===== src/rtl/mem_arbiter.sv =====
// mem_arbiter: shares the byte-wide RAM/IO port between instruction fetch and the LSB,
// serialising multi-byte requests and reassembling read data little-endian.
module mem_arbiter #(
  parameter int ADDR_WIDTH    = 32,
  parameter int LSB_BURST_MAX = 2
) (
  input  logic                  clk_in,
  input  logic                  rst_n_in,
  input  logic                  rdy_in,
  input  logic                  flush_in,
  input  logic                  io_buffer_full,
  input  logic                  if_req_valid,
  input  logic [ADDR_WIDTH-1:0] if_req_pc,
  output logic                  mc_to_if_ready,
  output logic [31:0]           mc_to_if_inst,
  input  logic                  lsb_req_valid,
  input  logic                  lsb_req_wr,
  input  logic [1:0]            lsb_req_size,
  input  logic [ADDR_WIDTH-1:0] lsb_req_addr,
  input  logic [31:0]           lsb_req_data,
  output logic                  mc_to_lsb_ready,
  output logic [31:0]           mc_to_lsb_data,
  input  logic [7:0]            mem_din,
  output logic [7:0]            mem_dout,
  output logic [ADDR_WIDTH-1:0] mem_a,
  output logic                  mem_wr
);
  typedef enum logic [2:0] {IDLE, IF_RD, LS_RD, LS_WR, DONE} state_t;
  localparam logic [7:0] BMAX = 8'(LSB_BURST_MAX);

  state_t state, nxt;
  logic [ADDR_WIDTH-1:0] addr, cur_a;
  logic [2:0] k, n;
  logic [1:0] bi;
  logic [31:0] data, wdata;
  logic [7:0] burst;
  logic is_if, resume, rd, lsb_win, grant, io_stall, step;

  assign rd = state == IF_RD || state == LS_RD;
  // after a pause the RAM saw the paused address, so re-issue the byte still owed
  assign cur_a = addr + ADDR_WIDTH'(k) - ADDR_WIDTH'(rd && resume);
  assign io_stall = state == LS_WR && io_buffer_full && cur_a[17:16] == 2'b11;
  assign lsb_win = lsb_req_valid && !(burst == BMAX && if_req_valid);
  assign grant = state == IDLE && rdy_in && !flush_in && (lsb_req_valid || if_req_valid);
  assign step = rdy_in && (rd ? !resume && !flush_in : !io_stall);
  assign bi = k[1:0] - 2'd1;

  always_ff @(posedge clk_in or negedge rst_n_in)
    if (!rst_n_in) state <= IDLE;
    else state <= nxt;

  always_comb begin
    nxt = state;
    if (rdy_in)
      case (state)
        IDLE:         if (grant) nxt = lsb_win ? (lsb_req_wr ? LS_WR : LS_RD) : IF_RD;
        IF_RD, LS_RD: nxt = flush_in ? IDLE : (!resume && k == n) ? DONE : state;
        LS_WR:        if (!io_stall && k == n - 3'd1) nxt = DONE;
        default:      nxt = IDLE;
      endcase
  end

  always_comb begin
    mem_a           = cur_a;
    mem_wr          = state == LS_WR && rdy_in && !io_stall;
    mem_dout        = wdata[{k[1:0], 3'b000} +: 8];
    mc_to_if_ready  = state == DONE && rdy_in && is_if;
    mc_to_lsb_ready = state == DONE && rdy_in && !is_if;
    mc_to_if_inst   = data;
    mc_to_lsb_data  = data;
  end

  always_ff @(posedge clk_in or negedge rst_n_in)
    if (!rst_n_in) begin
      addr   <= '0;
      k      <= '0;
      n      <= '0;
      data   <= '0;
      wdata  <= '0;
      burst  <= '0;
      is_if  <= 1'b0;
      resume <= 1'b0;
    end else begin
      resume <= !rdy_in;
      if (grant) begin
        is_if <= !lsb_win;
        addr  <= lsb_win ? lsb_req_addr : if_req_pc;
        n     <= (!lsb_win || lsb_req_size[1]) ? 3'd4 : lsb_req_size[0] ? 3'd2 : 3'd1;
        k     <= '0;
        data  <= '0;
        wdata <= lsb_req_data;
        burst <= !lsb_win ? 8'd0 : if_req_valid ? burst + 8'd1 : burst;
      end else if ((rd || state == LS_WR) && step) begin
        k <= k + 3'd1;
        if (rd && k != 3'd0) data[{bi, 3'b000} +: 8] <= mem_din;
      end
    end
endmodule


===== config.mk =====
export PLATFORM = sky130hd
export DESIGN_NAME = mem_arbiter
export DESIGN_NICKNAME = d
export VERILOG_FILES = /design/src/rtl/mem_arbiter.sv
export SDC_FILE = /design/constraint.sdc
export NUM_CORES = 1
export LEC_CHECK = 0
export BUFFER_PORTS_ARGS = -buffer_cell sky130_fd_sc_hd__buf_2
export CAP_MARGIN = 20
export CORE_MARGIN = 2
export CORE_UTILIZATION = 57
export CTS_BUF_LIST = sky130_fd_sc_hd__clkbuf_16
export CTS_CLUSTER_SIZE = 16
export DETAILED_ROUTE_END_ITERATION = 6
export GPL_ROUTABILITY_DRIVEN = 0
export HOLD_SLACK_MARGIN = 0.06
export PLACE_DENSITY = 0.95
export SLEW_MARGIN = 20
export SYNTH_ARGS = -nofsm -noshare
export SYNTH_HDL_FRONTEND = slang
export SYNTH_SLANG_ARGS = --single-unit

===== constraint.sdc =====
create_clock -name clk_in -period 6.9 [get_ports clk_in]
set_input_delay 0.345 -clock clk_in [delete_from_list [all_inputs] [get_ports clk_in]]
set_output_delay 0.345 -clock clk_in [all_outputs]
set_load 0.02 [all_outputs]

Word level (Yosys, flattened, before mapping) --
Cells that the tools add are included. W data, S select, Z words.
Operators by class: equal/unequal tests 12, bitwise operators 0, $lt $le $gt $ge 0, reductions and logical operators 38, multipliers 0, add/subtract/negate cells 7, shifts and indexed selects 3, divide/modulo/power cells 0, multiplexer cells 19
Operators with widths (number):
- $mux W32 | 4
- $add A32 B3 Y32 | 1
- $bwmux W32 | 1
- $shift A8 B7 Y32 const A | 1
- $shiftx A32 B6 Y8 | 1
- $shiftx A8 B7 Y32 | 1
- $sub A32 B1 Y32 | 1
- $mux W3 | 7
- $logic_and A1 B1 Y1 | 19
- $mux W8 | 2
- $pmux W3 S3 | 1
- $add A8 B1 Y8 const B | 1
- $eq A8 B2 Y1 const B | 1
- $logic_not A1 Y1 | 7
- $neg A5 Y7 | 1
- $eq A3 B2 Y1 const B | 2
- $eq A3 B3 Y1 | 2
- $ne A2 B2 Y1 const B | 3
- $logic_or A1 B1 Y1 | 4
- $mux W2 | 2
- $reduce_and A2 Y1 | 2
- $reduce_and A4 Y1 | 1
- $reduce_bool A2 Y1 | 2
- $add A3 B1 Y3 const B | 1
- 10 further kinds | 11
Storage, ports and cells: word-level logic and storage cells 88, memories 0, latch bits 0, output and inout bits 107, bits of input ports 114, flip-flop bits (word level) 115, bits in read-only memories 0, memory bits (writable) 0

Logic depth before layout (Yosys ltp) --
word-level depth 12, depth in mapped cells 16, mapped depth without buffers 15

Worst setup path before layout --
No wires, ideal clock.
path kind register -> output, from reg k[0], to out mem_a[22], path slack 2483 ps, required time 6555 ps, cell stages (with the launch flop) 15, buffers on the path 2, data arrival time 4072 ps, cells stage by stage dfrtp_1 clkbuf_1 buf_1 inv_1 ha_1 inv_1 ha_1 fa_1 a211o_1 a211o_1 nand3_2 a211oi_1 o31a_1 o221ai_1 a21boi_0
On the way: cells in the longest elaborated chain, start to end 2
RTL lines:
- start, declared | line 33 | logic [2:0] k, n;
- start signal, assigned | line 94 | k <= k + 3'd1;
- $add A32 B3 Y32 | line 41 | assign cur_a = addr + ADDR_WIDTH'(k) - ADDR_WIDTH'(rd && resume);
- $sub A32 B1 Y32 | line 41
- end, declared | line 25 | output logic [ADDR_WIDTH-1:0] mem_a,
Every way passes these cells.

Final worst setup path --
from reg k[0], to out mem_a[28]
The elaborated chain is that of the path after synthesis.

==> flow_metrics.py <==
metrics = {
    "outcome": {
        "status": "finished, violations left",
        "violations": "design-rule violations",
    },
    "timing": {
        "min_period_over_period_pct": 74.5,
        "skew_ns": 0.00862,
        "tightest_slew_ns": 0.942,
        "final-setup-viol-count": 0,
        "fmax_ghz": 0.194,
        "tns_ns": 0,
        "slew_viol_final": 0,
        "fin_worst_hold_slack_ns": 0.115,
        "hold_violations": 0,
        "grt_setup_unrepaired": "false",
        "worst_slack_ns": 1.76,
        "slew_headroom_pct": 37.2,
        "finalCriticalPeriod_ns": 5.14,
    },
    "worst_setup_path": {
        "worst_path_largest_cell_delay_ns": 0.95,
        "worstPathMaxFanout": 20,
        "regToRegStartpoint": "k[0]",
        "endpoint_kind": "output pin",
        "crit_path_start": "k[0]",
        "cp.arrival_ns": 4.80,
        "path_cells": "inv_1, ha_1, inv_1, ha_1, fa_1, a211o_1, a211o_1, nand3_2, a211oi_1, o31a_1, a2111o_1, a21oi_2, xnor2_1, buf_2",
        "critPathRequiredTime_ns": 6.55,
        "cp_slowest_cell": "dfrtp_1",
        "startpoint_type": "register",
        "critical_path_class": "register to output pin",
    },
    "routing": {
        "postRouteAntennaNets": 0,
        "viasPerCell": 5.75,
        "totalWireLength_um": 19500,
        "dr.pass1.iters": 7,
        "drt_iter0_markers": 711,
        "dr_total_vias": 6813,
        "post_drt_wl_per_cell_um": 16.5,
        "detail_route.drc_violations": 4,
    },
    "cts": {
        "clockBufferDepth": 2,
        "cts_sinks": 115,
        "cts_root_buf": "clkbuf_16",
        "clock_latency_ns": 0.42,
        "cts_buffers": 17,
        "path_clk_slew_ns": 0.06,
        "cts-htree-levels": 4,
        "cts_setup_buffers": 0,
        "cts_tree": "done",
    },
    "cells_and_area": {
        "regArea_mm2": 0.00288,
        "area_growth_pct": 22.1,
        "final_nets": 1157,
        "final_layout_size_suffix_gt1_share_pct": 27.0,
        "nFillCells": 941,
        "layout_common_cells": "219 x buf_2, 163 x nand2_1, 115 x dfrtp_1, 58 x inv_1, 55 x o21ai_0",
        "mostFrequentLayoutCell": "buf_2",
        "multi_input_area_mm2": 0.00385,
        "finalNonFillerCells": 1185,
    },
    "synth": {
        "synth_fp_nets": 973,
        "synthTopCellsByArea": "dfrtp_1 40%, nand2_1 8.5%, ha_1 7.4%",
        "synthMuxAreaShare_pct": 7.43,
        "synth_fa_ha_area_share_pct": 7.67,
        "synth-seq-cells": 115,
        "synth.top_cell.area_share_pct": 39.6,
        "netlist_area_mm2": 0.00727,
        "synth-compound-area-share_pct": 17.5,
        "synthFlopType": "dfrtp_1",
        "syn_area_per_cell_um2": 8.92,
        "synthXorXnorAreaFrac_pct": 3.73,
        "synthCells": 815,
        "synthArstFlopShare_pct": 100,
        "yosys_warnings": 0,
        "synth_enable_flop_cells": 0,
        "synth_top_family_by_area": "compound AO/OA/AOI/OAI gates",
        "synth_cell_types": 57,
        "synth-simple-area-share_pct": 16.3,
        "synth_top_area_cell": "dfrtp_1",
        "seq_area_frac_synth_pct": 39.6,
    },
    "run": {
        "maxCapViolations": 0,
    },
    "floorplan": {
        "io-pin-count": 221,
        "core_area_mm2": 0.0125,
        "rows": 41,
        "fp.dieArea_mm2": 0.0137,
        "start_util_pct": 58.1,
        "die_x_um": 117,
        "die_h_um": 117,
    },
    "power_and_ir_drop": {
        "peakVddDrop_uv": 320,
        "p_sw_w": 0.00264,
        "p_clk_share_pct": 16.3,
        "switching_share_pct": 49.5,
        "power_density_mw_per_mm2": 600,
        "intPower_w": 0.00269,
        "seq_power_share_pct": 20.3,
        "pwr-share-comb_pct": 63.4,
        "power_leakage_nw": 4.78,
    },
    "placement": {
        "dp_hpwl_um": 13900,
        "portBuffers": 220,
        "preCtsSetupSlack_ns": 2.34,
        "dpl.cell_count": 1151,
    },
    "grt": {
        "grt_usage_pct": 29.0,
        "grt_first_pass_wirelength_um": 30700,
        "antenna_found_initial": 1,
        "grt_max_degree": 70,
        "grt.overflow.total": 0,
        "grt_pass1_vias": 6379,
    },
    "worst_hold_path": {
        "hold_start": "lsb_req_data[13]",
        "min_path_type": "input port to register",
    },
}
-- through the flow --
stage / instance area, um2 / util [%] / total power [W]
floorplan: 7270 / - / 0.00349
global placement: 8280 / 66.1 / 0.00427
detailed placement: 8280 / 66.1 / 0.00438
CTS: 8870 / 70.9 / 0.00529
global route: 8880 / 70.9 / 0.00569
finish: 8880 / 70.9 / 0.00533
-- final timing paths --
kind	slack, ns	cells past startpoint	end
hold reg to reg	0.48	2	wdata[17]
setup / recovery	1.76	14	mem_a[28]
min in group asynchronous	0.47	2	mc_to_if_inst[8]
hold / removal	0.12	3	wdata[13]
setup reg to reg	2.60	14	k[0]
max in group asynchronous	5.13	3	addr[12]
-- registers in the layout, summed over array words and instances, names as in the netlist --
signal	flops
state	3
resume	1
k	3
wdata	32
burst	8
is_if	1
n	3
addr	32
mc_to_if_inst	32
-- power by group through the flow --
stage               Clock, W  Combinational (W)  Sequential [W]
floorplan                  0            0.00247         0.00102
global placement           0            0.00321         0.00106
detailed placement         0            0.00330         0.00108
CTS                 0.000871            0.00335         0.00108
global route        0.000905            0.00368         0.00111
finish              0.000867            0.00338         0.00108
-- repair_timing --
item | CTS | global route
hold buffers | 1 | 0
setup endpoints to repair | 0 | 0
gates resized for setup | 0 | 0
hold endpoints to repair | 46 | 0
-- layout make-up --
| cell class | instances | share of cell area (%) |
|---|---|---|
| Multi-Input combinational cell | 584 | 43.4 |
| Sequential cell | 115 | 32.4 |
| Timing Repair Buffer | 224 | 12.8 |
| Clock buffer | 17 | 4.79 |
| Tap cell | 172 | 2.42 |
| Inverter | 57 | 2.41 |
| Clock inverter | 15 | 1.78 |
| Antenna cell | 1 | 0.0282 |
-- worst max-delay path, delay by kind of cell, from the launching register on --
family / cells / cell delay, ns
DFF: 1 / 0.95
adders and majority gates: 3 / 1.02
and+or+nand+nor: 1 / 0.11
buffers and inverters: 3 / 0.48
AOI/OAI and AO/OA: 6 / 1.70
xor gates and xnor gates: 1 / 0.12
-- kinds of logic after synthesis --
| group | count (synthesis) |
|---|---|
| and+or+nand+nor | 273 |
| AOI/OAI and AO/OA | 192 |
| buffers and inverters | 116 |
| DFF | 115 |
| muxes | 44 |
| adders and majority gates | 44 |
| xor gates and xnor gates | 31 |
-- metal layers --
metal  track usage, %  wire length, um  vias up
li1                 -                -     3192
met1             35.9             7910     3232
met2             48.9             9770      323
met3             7.11             1300       66
met4             11.9              542        0
met5                0                0        -
-- synth_stat cells (all sizes together), types with 20 or more instances --
cell type / count
nand2: 164
inv: 57
ha: 43
clkbuf: 20
buf: 39
o21ai: 57
a22o: 31
mux2i: 36
dfrtp: 115
nor3: 23
a21oi: 46
nor2: 33
xnor2: 20
Note: power is estimated with default switching activity, not from simulation.
